## config.mk

```make
export PLATFORM = sky130hd
export DESIGN_NAME = multi_dice_roller
export DESIGN_NICKNAME = d
export VERILOG_FILES = /design/src/rtl/dice_pkg.sv /design/src/rtl/dice_tick_div.sv /design/src/rtl/multi_dice_roller.sv
export SDC_FILE = /design/constraint.sdc
export NUM_CORES = 1
export LEC_CHECK = 0
export BUFFER_PORTS_ARGS = -buffer_cell sky130_fd_sc_hd__buf_4
export CAP_MARGIN = 20
export CORE_AREA = 3 3 83 85
export CTS_CLUSTER_DIAMETER = 30
export DETAILED_ROUTE_END_ITERATION = 6
export DIE_AREA = 0 0 86 88
export GPL_TIMING_DRIVEN = 1
export HOLD_SLACK_MARGIN = 0.03
export PLACE_DENSITY = 0.71
export SETUP_SLACK_MARGIN = 0.3
export SYNTH_ARGS = -nofsm -noshare
export SYNTH_HDL_FRONTEND = slang
export SYNTH_SLANG_ARGS = --single-unit
```

## constraint.sdc

```tcl
create_clock -name clock -period 2 [get_ports clock]
set_input_delay 0.6 -clock clock [delete_from_list [all_inputs] [get_ports clock]]
set_output_delay 0.6 -clock clock [all_outputs]
set_load 0.05 [all_outputs]
```

## src/rtl/dice_pkg.sv

```systemverilog
// Shared types and constants for the multi-die roller: field widths,
// pip patterns, the face-to-pip lookup, FSM states and LFSR taps.
package dice_pkg;

    localparam int FACE_W = 3;
    localparam int PIP_W  = 8;

    localparam logic [PIP_W-1:0] PIP_1 = 8'b0000_0010;
    localparam logic [PIP_W-1:0] PIP_2 = 8'b1001_0000;
    localparam logic [PIP_W-1:0] PIP_3 = 8'b1001_0010;
    localparam logic [PIP_W-1:0] PIP_4 = 8'b0110_1100;
    localparam logic [PIP_W-1:0] PIP_5 = 8'b0110_1110;
    localparam logic [PIP_W-1:0] PIP_6 = 8'b1111_1100;

    // Bit indices of taps 16,14,13,11 in a 16-bit Fibonacci LFSR
    localparam int LFSR_TAP_A = 15;
    localparam int LFSR_TAP_B = 13;
    localparam int LFSR_TAP_C = 12;
    localparam int LFSR_TAP_D = 10;

    typedef enum logic [1:0] {
        IDLE,
        ROLL,
        SETTLE,
        SHOW
    } state_t;

    // Blank (0) and the unused code 7 both map to an unlit display
    function automatic logic [PIP_W-1:0] face_to_pip(input logic [FACE_W-1:0] f);
        case (f)
            3'd1:    return PIP_1;
            3'd2:    return PIP_2;
            3'd3:    return PIP_3;
            3'd4:    return PIP_4;
            3'd5:    return PIP_5;
            3'd6:    return PIP_6;
            default: return '0;
        endcase
    endfunction

endpackage

```

## src/rtl/dice_tick_div.sv

```systemverilog
// Free-running animation tick divider: counts 0..DIV-1 and pulses tick
// on the wrap cycle. Runs regardless of what the roller FSM is doing.
module dice_tick_div #(
    parameter int DIV = 500000
) (
    input  logic clock,
    input  logic reset,
    output logic tick
);

    localparam int CNT_W = (DIV > 1) ? $clog2(DIV) : 1;

    logic [CNT_W-1:0] cnt_q;
    logic [CNT_W-1:0] cnt_d;

    assign tick = (cnt_q == CNT_W'(DIV - 1));

    // Next count: wrap to zero on the tick cycle
    always_comb begin
        cnt_d = tick ? '0 : cnt_q + 1'b1;
    end

    // Counter register, synchronous active-low reset
    always_ff @(posedge clock) begin
        if (!reset) cnt_q <= '0;
        else        cnt_q <= cnt_d;
    end

endmodule

```

## src/rtl/multi_dice_roller.sv

```systemverilog
// N-die roller: one shared LFSR, a tick divider and an IDLE/ROLL/SETTLE/SHOW
// FSM. Each die samples its own 3-bit LFSR slice on ticks while rolling.
// Optional macro DICE_HOLD_EN adds a per-die hold mask that freezes dice.
module multi_dice_roller
    import dice_pkg::*;
#(
    parameter int          N_DICE       = 2,
    parameter int          DIV          = 500000,
    parameter int          SETTLE_TICKS = 20,
    parameter logic [15:0] SEED         = 16'hACE1
) (
    input  logic                               clock,
    input  logic                               reset,
    input  logic                               roll,
`ifdef DICE_HOLD_EN
    input  logic [N_DICE-1:0]                  hold,
`endif
    output logic [FACE_W*N_DICE-1:0]           face,
    output logic [PIP_W*N_DICE-1:0]            display,
    output logic [$clog2(6*N_DICE+1)-1:0]      sum,
    output logic                               rolling,
    output logic                               done
);

    localparam int SUM_W = $clog2(6 * N_DICE + 1);
    localparam int SET_W = $clog2(SETTLE_TICKS + 1);

    logic              tick;
    logic [15:0]       lfsr_q;
    state_t            state_q, state_d;
    logic [SET_W-1:0]  settle_q, settle_d;
    logic [SUM_W-1:0]  sum_q, sum_d;
    logic              rolling_q;
    logic              done_q;
    logic              update_en;
    logic [FACE_W-1:0] face_q [N_DICE];

    dice_tick_div #(.DIV(DIV)) u_tick_div (
        .clock (clock),
        .reset (reset),
        .tick  (tick)
    );

    // LFSR advances every clock so the outcome depends on press timing
    always_ff @(posedge clock) begin
        if (!reset) lfsr_q <= SEED;
        else        lfsr_q <= {lfsr_q[14:0], lfsr_q[LFSR_TAP_A] ^ lfsr_q[LFSR_TAP_B]
                                           ^ lfsr_q[LFSR_TAP_C] ^ lfsr_q[LFSR_TAP_D]};
    end

    // Next-state logic; re-press always wins over a settle-expiry tick
    always_comb begin
        state_d  = state_q;
        settle_d = settle_q;
        case (state_q)
            IDLE:    if (roll) state_d = ROLL;
            ROLL: begin
                if (!roll) begin
                    state_d  = SETTLE;
                    settle_d = SET_W'(SETTLE_TICKS);
                end
            end
            SETTLE: begin
                if (roll) begin
                    state_d = ROLL;
                end else if (tick) begin
                    settle_d = settle_q - 1'b1;
                    if (settle_q == SET_W'(1)) state_d = SHOW;
                end
            end
            SHOW:    if (roll) state_d = ROLL;
            default: state_d = IDLE;
        endcase
    end

    // FSM state plus registered rolling decode and the SHOW-entry strobe
    always_ff @(posedge clock) begin
        if (!reset) begin
            state_q   <= IDLE;
            settle_q  <= '0;
            rolling_q <= 1'b0;
            done_q    <= 1'b0;
        end else begin
            state_q   <= state_d;
            settle_q  <= settle_d;
            rolling_q <= (state_d == ROLL) || (state_d == SETTLE);
            done_q    <= (state_q == SETTLE) && (state_d == SHOW);
        end
    end

    // Faces follow the pre-transition state, so a tick on the exit cycle still counts
    assign update_en = tick && ((state_q == ROLL) || (state_q == SETTLE));

    for (genvar gi = 0; gi < N_DICE; gi++) begin : g_die
        logic [FACE_W-1:0] slice;
        logic              hold_bit;

        assign slice = {lfsr_q[(3*gi+2) % 16], lfsr_q[(3*gi+1) % 16], lfsr_q[(3*gi) % 16]};
`ifdef DICE_HOLD_EN
        assign hold_bit = hold[gi];
`else
        assign hold_bit = 1'b0;
`endif

        // Take the slice only when it is a legal face; otherwise keep the old face
        always_ff @(posedge clock) begin
            if (!reset) begin
                face_q[gi] <= '0;
            end else if (update_en && !hold_bit && (slice >= 3'd1) && (slice <= 3'd6)) begin
                face_q[gi] <= slice;
            end
        end

        assign face[FACE_W*gi +: FACE_W]  = face_q[gi];
        assign display[PIP_W*gi +: PIP_W] = face_to_pip(face_q[gi]);
    end

    // Zero-extended sum of the current faces
    always_comb begin
        sum_d = '0;
        for (int i = 0; i < N_DICE; i++) begin
            sum_d = sum_d + SUM_W'(face_q[i]);
        end
    end

    // Sum register trails face changes by one clock
    always_ff @(posedge clock) begin
        if (!reset) sum_q <= '0;
        else        sum_q <= sum_d;
    end

    assign sum     = sum_q;
    assign rolling = rolling_q;
    assign done    = done_q;

endmodule

```

**Yosys cells after proc, flatten, opt, wreduce, memory -nomap -nowiden**

Memory sizes are Yosys's and may differ from the RTL's.
Index checks and enable logic that the tools add are counted.

- Register bits: 48
- Memory bits (writable): 6
- Input bits: 3
- Logic and storage cells: 78
- Memories: 1

Memory list:

| memory | depth | width | rd ports | clocked after memory_dff | write ports | line | text |
|---|---|---|---|---|---|---|---|
| face_q | 2 | 3 | 2 | 0 | 2 | multi_dice_roller.sv:36 | `logic [FACE_W-1:0] face_q [N_DICE];` |

- Add/sub/neg operators: 3
- Magnitude comparators: 4
- Eq/ne operators: 23
- Muxes and demuxes: 21
- Bitwise gates (word level): 6
- Reduce and logical (&&, ||, !) cells: 13

Operator list:

| operator | number |
|---|---|
| $pmux 8 s6 | 2 |
| $add 19x1->19 const B | 1 |
| $eq 19x19->1 const B | 1 |
| $eq 3x3->1 const B | 6 |
| $mux 5 | 3 |
| $eq 3x2->1 const B | 4 |
| $mux 2 | 5 |
| $pmux 5 s2 | 1 |
| $eq 2x2->1 const B | 4 |
| $mux 1 | 7 |
| $eq 3x1->1 const B | 2 |
| $ge 3x1->1 const B | 2 |
| $le 3x3->1 const B | 2 |
| $logic_and 1x1->1 | 6 |
| $mux 3 | 2 |
| $ne 2x2->1 const B | 3 |
| $pmux 2 s3 | 1 |
| $eq 5x1->1 const B | 1 |
| $sub 5x1->5 const B | 1 |
| $add 3x3->4 | 1 |
| $eq 2x1->1 const B | 2 |
| $reduce_and 4->1 | 1 |
| $reduce_or 2->1 | 2 |
| $xor 1x1->1 | 3 |
| 5 further kinds | 7 |

**Depth between registers and ports, before layout**

- Word-level depth: 9
- Mapped depth: 9
- Mapped depth without buffers: 8

**By module**

From an unflattened synthesis, not the netlist that was laid out.

- Cell total of the unflattened synthesis: 253
- Area total of the unflattened synthesis: 2,478.6 um^2

Modules (own cells, without submodules):

| module | times used | cells each | area an instance (um^2) | seq. area each (um^2) |
|---|---|---|---|---|
| multi_dice_roller | 1 | 155 | 1,590.3 | 760.7 |
| dice_tick_div | 1 | 98 | 888.4 | 380.4 |

**Worst setup path after synthesis**

No wires, ideal clock.

- Path type: flip-flop to output port
- Start point: memory face_q[0][2]
- End point: output port display[3]
- Arrival: 2.433 ns
- Required time: 1.400 ns
- Slack: -1.033 ns
- Cell stages (with the launch flop): 3
- Path through: edfxtp_1 -> a21boi_0 -> buf_4

RTL lines:

| what | line | text |
|---|---|---|
| from (decl) | multi_dice_roller.sv:36 |  |
| to (decl) | multi_dice_roller.sv:19 | `output logic [PIP_W*N_DICE-1:0] display,` |

==> impl_results.html <==
<table>
<tr><th>Metric</th><th>Value</th></tr>
<tr><th colspan="2">Outcome</th></tr>
<tr><td>Status</td><td>completed</td></tr>
<tr><th colspan="2">STA</th></tr>
<tr><td>Setup violations, final</td><td>0</td></tr>
<tr><td>Fmax</td><td>528 MHz</td></tr>
<tr><td>Final setup skew</td><td>0.00977 ns</td></tr>
<tr><td>Final hold viol count</td><td>0</td></tr>
<tr><td>Total Neg Setup Slack</td><td>0 ns</td></tr>
<tr><td>Crit share post-route</td><td>94.7%</td></tr>
<tr><td>Unrepaired setup endpoints after global routing</td><td>yes</td></tr>
<tr><td>Time the final worst path needs with I/O delays and setup</td><td>1.89 ns</td></tr>
<tr><td>Number of max-slew violations in the final report</td><td>0</td></tr>
<tr><th colspan="2">Global route</th></tr>
<tr><td>Global-route usage over all layers</td><td>13.1%</td></tr>
<tr><td>Wire length of the first global-routing pass</td><td>8140 um</td></tr>
<tr><td>Grt total ovfl</td><td>0</td></tr>
<tr><td>Maximum number of pins on one net before global-route repair</td><td>28</td></tr>
<tr><td>Antenna violations before repair</td><td>0</td></tr>
<tr><td>Number of global-route vias before repair</td><td>1786</td></tr>
<tr><th colspan="2">Clock network</th></tr>
<tr><td>TritonCTS clock tree</td><td>yes</td></tr>
<tr><td>Max clock buf depth</td><td>2</td></tr>
<tr><td>Clock-pin slew of the registers on the worst-case setup and hold paths</td><td>0.10 ns</td></tr>
<tr><td>Clock buffer count from CTS</td><td>5</td></tr>
<tr><td>Clock Tree Root</td><td>sky130_fd_sc_hd__clkbuf_8</td></tr>
<tr><td>Clock latency on the worst-skew pair</td><td>0.31 ns</td></tr>
<tr><td>Clock sink count</td><td>54</td></tr>
<tr><td>H-Tree Level Count</td><td>2</td></tr>
<tr><td>Hold-fix buffers at CTS</td><td>0</td></tr>
<tr><th colspan="2">Critical path</th></tr>
<tr><td>Required time at the worst-slack endpoint</td><td>1.40 ns</td></tr>
<tr><td>Arrival time reported for the critical path endpoint</td><td>1.29 ns</td></tr>
<tr><td>Sort of element at the end of the critical path</td><td>primary output</td></tr>
<tr><td>Slowest Stage Delay on Critical Path</td><td>0.53 ns</td></tr>
<tr><td>Crit-path max FO</td><td>5</td></tr>
<tr><td>Critical path start-end classification</td><td>reg2out</td></tr>
<tr><td>Max stage delay cell, worst path</td><td>sky130_fd_sc_hd__edfxtp_1</td></tr>
<tr><td>Critical Path, Cell by Cell</td><td>a21boi_4 -&gt; buf_6</td></tr>
<tr><td>Crit path launch type</td><td>flop</td></tr>
<tr><th colspan="2">Route</th></tr>
<tr><td>Total vias in the final route</td><td>1972</td></tr>
<tr><td>Iter 0 DRT Violations</td><td>91</td></tr>
<tr><td>Wire per inst</td><td>12.7 um</td></tr>
<tr><td>Vias per inst</td><td>5.08</td></tr>
<tr><td>1st-pass router iterations</td><td>4</td></tr>
<tr><td>Detailed-route wire length</td><td>4950 um</td></tr>
<tr><td>DRC Markers</td><td>0</td></tr>
<tr><td>Remaining number of nets flagged by the antenna check after routing</td><td>0</td></tr>
<tr><th colspan="2">Placement</th></tr>
<tr><td>Final RePlAce weighted congestion</td><td>0.737</td></tr>
<tr><td>DP Wirelength</td><td>3340 um</td></tr>
<tr><td>I/O Buffers</td><td>28</td></tr>
<tr><td>Area after detailed placement</td><td>2890 sq um</td></tr>
<tr><th colspan="2">Power and ir drop</th></tr>
<tr><td>Overall power</td><td>2280 uW</td></tr>
<tr><td>Switching Power</td><td>704 uW</td></tr>
<tr><td>Fraction of power spent switching nets</td><td>30.9%</td></tr>
<tr><td>Fraction of power consumed by the clock network</td><td>28.3%</td></tr>
<tr><td>Pwr/cell area</td><td>696 nW/um^2</td></tr>
<tr><td>Sequential cell fraction of total power</td><td>52.0%</td></tr>
<tr><td>Relative contribution of combinational cells to total power</td><td>19.6%</td></tr>
<tr><td>Internal power</td><td>1580 uW</td></tr>
<tr><td>Worst vdd ir</td><td>411 uV</td></tr>
<tr><td>P_leak</td><td>0.00130 uW</td></tr>
<tr><th colspan="2">Min path</th></tr>
<tr><td>Path category of the worst min-delay check</td><td>reg2reg</td></tr>
<tr><th colspan="2">Synth</th></tr>
<tr><td>Distinct cell type count after synthesis</td><td>46</td></tr>
<tr><td>Proportion of synthesized chip area in sequential cells</td><td>46.6%</td></tr>
<tr><td>Number of synthesized register bits</td><td>54</td></tr>
<tr><td>Mapped Area</td><td>2450 sq um</td></tr>
<tr><td>Cell type contributing the most total cell area after synthesis</td><td>sky130_fd_sc_hd__dfxtp_1</td></tr>
<tr><td>Post-Syn Area per Cell</td><td>9.31 sq um</td></tr>
<tr><td>Most frequently used flop master after synthesis</td><td>sky130_fd_sc_hd__dfxtp_1</td></tr>
<tr><td>Synth async-reset ratio</td><td>0%</td></tr>
<tr><td>Number of enable-type register cells in the synthesized netlist</td><td>6</td></tr>
<tr><td>Synthesized instance count</td><td>263</td></tr>
<tr><td>Top area cells in the synthesized netlist</td><td>sky130_fd_sc_hd__dfxtp_1, sky130_fd_sc_hd__edfxtp_1, sky130_fd_sc_hd__ha_1</td></tr>
<tr><td>Yosys synthesis warning count</td><td>0</td></tr>
<tr><td>Top cell type's share of synthesized area</td><td>39.2%</td></tr>
<tr><th colspan="2">Floorplan</th></tr>
<tr><td>Starting density of the core</td><td>39.0%</td></tr>
<tr><td>Die width</td><td>86 um</td></tr>
<tr><td>Area of the core</td><td>6280 sq um</td></tr>
<tr><td># rows</td><td>29</td></tr>
<tr><td>Die ar.</td><td>7570 sq um</td></tr>
<tr><td>Boundary pin count</td><td>31</td></tr>
<tr><td>Floorplan die height</td><td>88 um</td></tr>
<tr><th colspan="2">Final layout</th></tr>
<tr><td>Number of antenna diodes</td><td>0</td></tr>
<tr><td>Area of all placed cells without fillers</td><td>3280 sq um</td></tr>
<tr><td>Area growth from synthesis to layout</td><td>33.8%</td></tr>
<tr><td>Fraction of final layout cells sized beyond drive strength 1</td><td>35.7%</td></tr>
<tr><td>Number of nets in the layout</td><td>323</td></tr>
<tr><th colspan="2">Job</th></tr>
<tr><td>Max-cap violations</td><td>0</td></tr>
</table>
routing by layer:
layer / wire [um] / vias up / track usage, %
met2: 2440 / 38 / 22.5
met1: 2260 / 928 / 16.4
met3: 172 / 8 / 2.63
met5: 0 / - / 0
li1: - / 998 / -
met4: 75 / 0 / 4.32
metrics by stage:
step	worst slack (ns)	std cells	utilization, %	hold slack (ns)
2_1_floorplan	-0.103	264	-	0.386
3_3_place_gp	0.178	361	46.1	0.388
3_5_place_dp	0.155	361	46.1	0.397
4_1_cts	0.116	383	50.4	0.422
5_1_grt	0.0578	388	52.2	0.442
6_report	0.105	388	52.2	0.419
power by group through the flow:
stage / Sequential (uW) / Combinational, uW / Clock (uW)
6_report: 1190 / 448 / 647
4_1_cts: 1190 / 436 / 662
3_5_place_dp: 1220 / 395 / 0
3_3_place_gp: 1220 / 389 / 0
5_1_grt: 1200 / 478 / 701
2_1_floorplan: 1270 / 253 / 0
cell usage after synthesis (2+ instances only):
| master | instances |
|---|---|
| sky130_fd_sc_hd__nand2_1 | 22 |
| sky130_fd_sc_hd__nor2_1 | 22 |
| sky130_fd_sc_hd__buf_4 | 10 |
| sky130_fd_sc_hd__nand2b_1 | 8 |
| sky130_fd_sc_hd__edfxtp_1 | 6 |
| sky130_fd_sc_hd__o31ai_1 | 5 |
| sky130_fd_sc_hd__xor2_1 | 8 |
| sky130_fd_sc_hd__nor4_1 | 5 |
| sky130_fd_sc_hd__and3_1 | 11 |
| sky130_fd_sc_hd__inv_1 | 14 |
| sky130_fd_sc_hd__nand4_1 | 7 |
| sky130_fd_sc_hd__clkbuf_1 | 7 |
| sky130_fd_sc_hd__o41ai_1 | 2 |
| sky130_fd_sc_hd__nor3_1 | 4 |
| sky130_fd_sc_hd__xnor2_1 | 9 |
| sky130_fd_sc_hd__and2_1 | 10 |
| sky130_fd_sc_hd__ha_1 | 9 |
| sky130_fd_sc_hd__or3_1 | 6 |
| sky130_fd_sc_hd__nand3_1 | 4 |
| sky130_fd_sc_hd__or4_1 | 2 |
| sky130_fd_sc_hd__dfxtp_1 | 48 |
| sky130_fd_sc_hd__o21ai_0 | 5 |
| sky130_fd_sc_hd__nor3b_1 | 2 |
| sky130_fd_sc_hd__a21boi_0 | 4 |
| sky130_fd_sc_hd__a21oi_1 | 10 |
| sky130_fd_sc_hd__and4_1 | 3 |
registers in the layout, indices dropped and copies added, names as in the netlist:
signal and flops:
state_q 2, sum 4, rolling 1, lfsr_q 16, face_q 6, settle_q 5
u_tick_div.cnt_q 19, done 1
layout make-up:
cell class,instances,area [sq um]
Clock buffer,5,68.8
Sequential cell,54,1170
Timing Repair Buffer,56,484
Multi-Input combinational cell,179,1380
Fill cell,541,3000
Inverter,14,52.6
Clock inverter,3,28.8
Tap cell,77,96.3
timing repair:
action                                  4_1_cts  5_1_grt
endpoints found under the setup margin       33       38
setup buffers                                14        5
gates resized for setup                      18       22
pin swaps                                     7        6
layout by cell type (no fill, tap or decap), types with 2 or more instances in the layout:
cell type and instances:
sky130_fd_sc_hd__conb_1 2, sky130_fd_sc_hd__xnor2_1 9, sky130_fd_sc_hd__edfxtp_1 6, sky130_fd_sc_hd__and2_1 10
sky130_fd_sc_hd__nor4_1 4, sky130_fd_sc_hd__inv_2 2, sky130_fd_sc_hd__dfxtp_2 7, sky130_fd_sc_hd__inv_1 12
sky130_fd_sc_hd__dfxtp_4 5, sky130_fd_sc_hd__or3_1 4, sky130_fd_sc_hd__dfxtp_1 36, sky130_fd_sc_hd__and3_1 10
sky130_fd_sc_hd__nor3_1 4, sky130_fd_sc_hd__or3_4 2, sky130_fd_sc_hd__xor2_1 8, sky130_fd_sc_hd__clkbuf_8 5
sky130_fd_sc_hd__buf_6 17, sky130_fd_sc_hd__and4_4 2, sky130_fd_sc_hd__o31ai_1 4, sky130_fd_sc_hd__a21boi_2 2
sky130_fd_sc_hd__buf_4 39, sky130_fd_sc_hd__nand4_1 7, sky130_fd_sc_hd__nor4b_4 2, sky130_fd_sc_hd__a21boi_4 2
sky130_fd_sc_hd__a21oi_4 2, sky130_fd_sc_hd__nand2b_1 8, sky130_fd_sc_hd__o41ai_4 2, sky130_fd_sc_hd__a21oi_1 7
sky130_fd_sc_hd__ha_1 6, sky130_fd_sc_hd__o21ai_0 5, sky130_fd_sc_hd__nand3_1 2, sky130_fd_sc_hd__nor2_1 22
sky130_fd_sc_hd__ha_2 2, sky130_fd_sc_hd__nand2_1 20
path summary, 6_finish.rpt:
check | start | to | slack [ns] | depth (start not counted)
hold / removal | lfsr_q[14]$_SDFF_PN0_ | lfsr_q[15]$_SDFF_PN1_ | 0.42 | 1
hold reg to reg | lfsr_q[14]$_SDFF_PN0_ | lfsr_q[15]$_SDFF_PN1_ | 0.42 | 1
setup / recovery | face_q[0][1]$_SDFFCE_PN0P_ | display[3] | 0.11 | 2
setup reg to reg | u_tick_div.cnt_q[0]$_SDFF_PP0_ | rolling$_SDFF_PN0_ | 0.27 | 7
cells by family (layout without fill, tap and decap cells):
logic type | Yosys count | after routing | synth area share, %
simple gates | 112 | 112 | 25.2
flops | 54 | 54 | 46.6
compound gates | 38 | 38 | 10.3
buf+inv | 31 | 78 | 6.29
xor+xnor | 17 | 17 | 6.08
fa+ha+maj | 10 | 10 | 5.42
other cells | 1 | 2 | 0.153
critical path, delay by kind of cell (launching register included):
kind                   cells  cell delay, ns
buffers and inverters      1            0.19
DFF                        1            0.53
AOI/OAI and AO/OA          1            0.26
No activity file was read; power rests on OpenSTA's default activity.
